**src/rtl/input_conditioner.sv**
```systemverilog
// -----------------------------------------------------------------------------
// input_conditioner
//
// Conditions one asynchronous, noisy digital input (button or switch) for use
// in the synchronous design. Three stages, in order:
//   1. 2-flop synchronizer (sync0 -> sync1) against metastability.
//   2. Counter-based debouncer: a mismatch between sync1 and the conditioned
//      level must persist for WAIT_TIME+1 consecutive edges before it is
//      accepted. Any return to the current level aborts the pending change.
//   3. Edge detector: single-cycle registered pulses on accepted 0->1 / 1->0
//      updates of the conditioned level.
//
// Parameters:
//   COUNTER_WIDTH  width of the debounce counter (2**COUNTER_WIDTH > WAIT_TIME)
//   WAIT_TIME      counter value at which a pending change is accepted
//
// Ports:
//   clk           in   system clock, rising edge
//   reset         in   synchronous, active-high reset
//   noisysignal   in   raw asynchronous input
//   conditioned   out  synchronized, debounced level (registered)
//   positiveedge  out  one-cycle pulse when conditioned goes 0->1 (registered)
//   negativeedge  out  one-cycle pulse when conditioned goes 1->0 (registered)
//   glitchcount   out  [7:0] saturating count of aborted pending changes;
//                      present only when INPUTCONDITIONER_GLITCH_COUNT_EN is
//                      defined
//
// Optional feature macro: INPUTCONDITIONER_GLITCH_COUNT_EN
// -----------------------------------------------------------------------------
module input_conditioner #(
  parameter int COUNTER_WIDTH = 3,
  parameter int WAIT_TIME     = 3
) (
  input  logic       clk,
  input  logic       reset,
  input  logic       noisysignal,
  output logic       conditioned,
  output logic       positiveedge,
  output logic       negativeedge
`ifdef INPUTCONDITIONER_GLITCH_COUNT_EN
  ,
  output logic [7:0] glitchcount
`endif
);

  localparam logic [COUNTER_WIDTH-1:0] WAIT_CNT = COUNTER_WIDTH'(WAIT_TIME);

  // Synchronizer flops; only sync1_q is allowed to feed any logic.
  logic sync0_q;
  logic sync1_q;

  logic [COUNTER_WIDTH-1:0] counter_q, counter_d;
  logic                     cond_q,    cond_d;
  logic                     pos_q,     pos_d;
  logic                     neg_q,     neg_d;

  // ---------------------------------------------------------------------------
  // Debounce / edge next-state logic
  // ---------------------------------------------------------------------------
  always_comb begin
    // NOTE: every output of this block gets a default first so that no path
    // leaves a signal unassigned, which would otherwise infer a latch.
    counter_d = counter_q;
    cond_d    = cond_q;
    pos_d     = 1'b0;
    neg_d     = 1'b0;

    if (sync1_q == cond_q) begin
      // Input agrees with the accepted level: drop any pending change.
      counter_d = '0;
    end else if (counter_q == WAIT_CNT) begin
      // Mismatch has lasted WAIT_TIME+1 edges: accept it and flag the edge.
      cond_d    = sync1_q;
      counter_d = '0;
      pos_d     = sync1_q;
      neg_d     = ~sync1_q;
    end else begin
      // Counter stops at WAIT_CNT because the branch above fires there.
      counter_d = counter_q + COUNTER_WIDTH'(1);
    end
  end

  // ---------------------------------------------------------------------------
  // State registers
  // ---------------------------------------------------------------------------
  always_ff @(posedge clk) begin
    // NOTE: sequential state uses non-blocking assignments so that sync1_q
    // takes the old sync0_q, not the value written earlier in this block.
    if (reset) begin
      sync0_q   <= 1'b0;
      sync1_q   <= 1'b0;
      counter_q <= '0;
      cond_q    <= 1'b0;
      pos_q     <= 1'b0;
      neg_q     <= 1'b0;
    end else begin
      sync0_q   <= noisysignal;
      sync1_q   <= sync0_q;
      counter_q <= counter_d;
      cond_q    <= cond_d;
      pos_q     <= pos_d;
      neg_q     <= neg_d;
    end
  end

  assign conditioned  = cond_q;
  assign positiveedge = pos_q;
  assign negativeedge = neg_q;

`ifdef INPUTCONDITIONER_GLITCH_COUNT_EN
  // ---------------------------------------------------------------------------
  // Glitch counter: a pending change (counter non-zero) that is abandoned
  // because the input returned to the accepted level.
  // ---------------------------------------------------------------------------
  logic       glitch_abort;
  logic [7:0] glitch_q, glitch_d;

  assign glitch_abort = (sync1_q == cond_q) && (counter_q != '0);

  always_comb begin
    glitch_d = glitch_q;
    if (glitch_abort && (glitch_q != 8'hFF)) begin
      glitch_d = glitch_q + 8'd1;
    end
  end

  always_ff @(posedge clk) begin
    if (reset) begin
      glitch_q <= 8'd0;
    end else begin
      glitch_q <= glitch_d;
    end
  end

  assign glitchcount = glitch_q;
`endif

endmodule

```
**config.mk**
```make
export PLATFORM = sky130hd
export DESIGN_NAME = input_conditioner
export DESIGN_NICKNAME = d
export VERILOG_FILES = /design/src/rtl/input_conditioner.sv
export SDC_FILE = /design/constraint.sdc
export NUM_CORES = 1
export LEC_CHECK = 0
export ABC_CLOCK_PERIOD_IN_PS = 3400
export CAP_MARGIN = 20
export CORE_AREA = 5 5 42 44
export CTS_CLUSTER_SIZE = 10
export DETAILED_ROUTE_END_ITERATION = 16
export DIE_AREA = 0 0 47 49
export GPL_ROUTABILITY_DRIVEN = 0
export GPL_TIMING_DRIVEN = 1
export PLACE_DENSITY = 0.51
export SYNTH_ARGS = -nofsm -noshare
export SYNTH_HDL_FRONTEND = slang
export SYNTH_SLANG_ARGS = --single-unit
```
**constraint.sdc**
```tcl
create_clock -name clk -period 3.4 [get_ports clk]
set_clock_uncertainty 0.15 [all_clocks]
set_input_delay 0.68 -clock clk [delete_from_list [all_inputs] [get_ports clk]]
set_output_delay 0.68 -clock clk [all_outputs]
set_load 0.01 [all_outputs]
```
==> reports/metrics.cfg <==
[synth]
syn_nets = 26
ys_seq_area_share_pct = 57.9
synth_edf_count = 0
syn_area_per_cell_sq_um = 13.2
syn_area_sq_um = 277
synthTopCellsByCount = dfxtp_1 (8), and4bb_2 (2), ha_1 (2), nor2b_1 (2), nor4_1 (2)
netlist_instances = 21
ys_ff_latch = 8
yosysMostFrequentCell = dfxtp_1
synth_top_area_cell = dfxtp_1
synthFlopType = dfxtp_1
postSynth.asyncResetShare_pct = 0
synth_top_area_share_pct = 57.9
yosys_warnings = 0
synth_area_leaders = dfxtp_1 (58%), and4bb_2 (9.0%), ha_1 (9.0%)
synth_cell_types = 10

[setup_path]
reg2reg_to = conditioned$_SDFFE_PP0P_
cp_top_family = buffers and inverters
r2r_slack_ps = 2110
crit_fanout = 5
worst_r2r_path_depth = 4
worst-setup-path-type = flop to output pin
cp.arrival_ps = 1220
cp_num_buf_inv = 1
timing.rr.start = counter_q[0]$_SDFF_PP0_
worst_path_max_delay_cell = clkdlybuf4s50_1
critPathMaxStageDelay_ps = 570
crit_chain = clkdlybuf4s50_1
end_kind = output pin
cp.required_ps = 2570
cp-start-kind = flop

[clocking]
worstSkewPairLatency_ps = 250
path_clk_slew_ps = 50
clockRootBuffer = clkbuf_4
htree_levels = 1
post_cts_resized = 0
postCtsHoldBufs = 0
cts_buffer_depth = 2
post_cts_buffers = 0
cts_buffers = 3
cts_sinks = 8
cts_tree = built

[global_routing]
grt_pass1_vias = 191
antenna_found_initial = 0
grt_pass1_wl_microns = 786
grt_max_degree = 9
track_usage_pct = 5.16
grt_overflow = 0

[floorplan]
core_area_sq_um = 1400
start_util_pct = 19.7
fp.dieArea_sq_um = 2300
die_h_microns = 49
rows = 14
io_pins = 6
dieWidth_microns = 47

[routing]
routedWlPerCell_microns = 9.87
postRouteWirelength_microns = 444
wirelength_met1_microns = 225
drtAntennaViolNets = 0
dr_wl_met3_microns = 46
route.vias.total = 178
routed.top_layer = met3
dr.pass1.iters = 2
wl_met2_microns = 171
detail_route.iter0.violations = 1
viasPerCell = 3.96
drc = 0

[min_path]
hold_class = flop to flop
hp-start = counter_q[0]$_SDFF_PP0_
hold_path_end = counter_q[0]$_SDFF_PP0_
min_path_cells = 1

[timing]
worst_slack_ps = 1350
rsz0062_at_grt = false
tightest_slew_ps = 292
tns_ps = 0
max_freq_mhz = 489
maxSlewHeadroom_pct = 80.4
whs_ps = 282
min_period_over_period_pct = 60.2
hold_viol_final = 0
slew_violations = 0
finalCriticalPeriod_ps = 2050
finalSetupViolations = 0

[placed_design]
dpl.cell_count = 42
pre_cts_ws_ps = 1550
hpwl_microns = 320
numPortBuffers = 5
placed_area_sq_um = 347

[pwr]
finalPower_mw = 0.173
p_leak_nw = 0.132
power_density_nw_per_um2 = 468
peakVddDrop_mv = 0.147

[finish]
utilization_pct = 26.3
fill_cells = 158
drive_above_1_share_pct = 20.7
design_area_sq_um = 369
layoutNonFillerInstCount = 45
final-seq-area_sq_um = 160
multiInputGateArea_sq_um = 113
nNetsFinal = 36
diodes = 0
area_growth_pct = 33.5

[status]
status = finished clean

[flow_run]
cap_violations = 0

[final cells by class]
cell class,instances,share of cell area (%)
Clock buffer,3,6.10
Timing Repair Buffer,5,13.6
Inverter,1,1.02
Tap cell,16,5.42
Multi-Input combinational cell,12,30.5
Sequential cell,8,43.4
[cell usage in the layout, fill, tap and decap left out]
cell	count
nor4_1	2
dfxtp_1	8
inv_1	1
clkbuf_4	3
nor4b_2	1
clkdlybuf4s50_1	5
and4bb_2	2
nor2_1	1
ha_1	2
nor2b_1	2
mux2i_1	1
xnor2_1	1
[kinds of logic (layout without fill, tap and decap cells)]
group | count (synthesis) | count (layout) | synth area share (%)
multiplexers | 1 | 1 | 3.62
AND/OR/NAND/NOR | 8 | 8 | 24.9
XOR/XNOR | 1 | 1 | 3.17
buffers and inverters | 1 | 9 | 1.36
adder cells (fa/ha/maj) | 2 | 2 | 9.05
flip-flops | 8 | 8 | 57.9
[sequential cells by signal (all words and copies together) (netlist names)]
register	count
conditioned	1
sync0_q	1
sync1_q	1
counter_q	3
negativeedge	1
positiveedge	1
[power breakdown]
part | total, mW | switching (mW) | internal (mW)
registers | 0.0961 | 0.000795 | 0.0953
logic | 0.00568 | 0.00210 | 0.00358
clock network | 0.0708 | 0.0306 | 0.0403
total | 0.173 | 0.0335 | 0.139
[layer usage]
metal / track usage (%) / up-vias
met5: 0 / -
met4: 5.53 / 0
met3: 4.06 / 0
met2: 4.75 / 6
met1: 6.43 / 80
li1: - / 92
[worst max path at each step]
stage,depth (start not counted),from,slack [ps],end
after floorplan,0,conditioned$_SDFFE_PP0P_,2170,conditioned
after global placement,2,reset,1580,positiveedge$_SDFF_PP0_
after detailed placement,2,reset,1550,negativeedge$_SDFF_PP0_
after CTS,1,conditioned$_SDFFE_PP0P_,1340,conditioned
after global routing,1,conditioned$_SDFFE_PP0P_,1290,conditioned
final,1,conditioned$_SDFFE_PP0P_,1350,conditioned
Power figures use the tool's default switching activity.
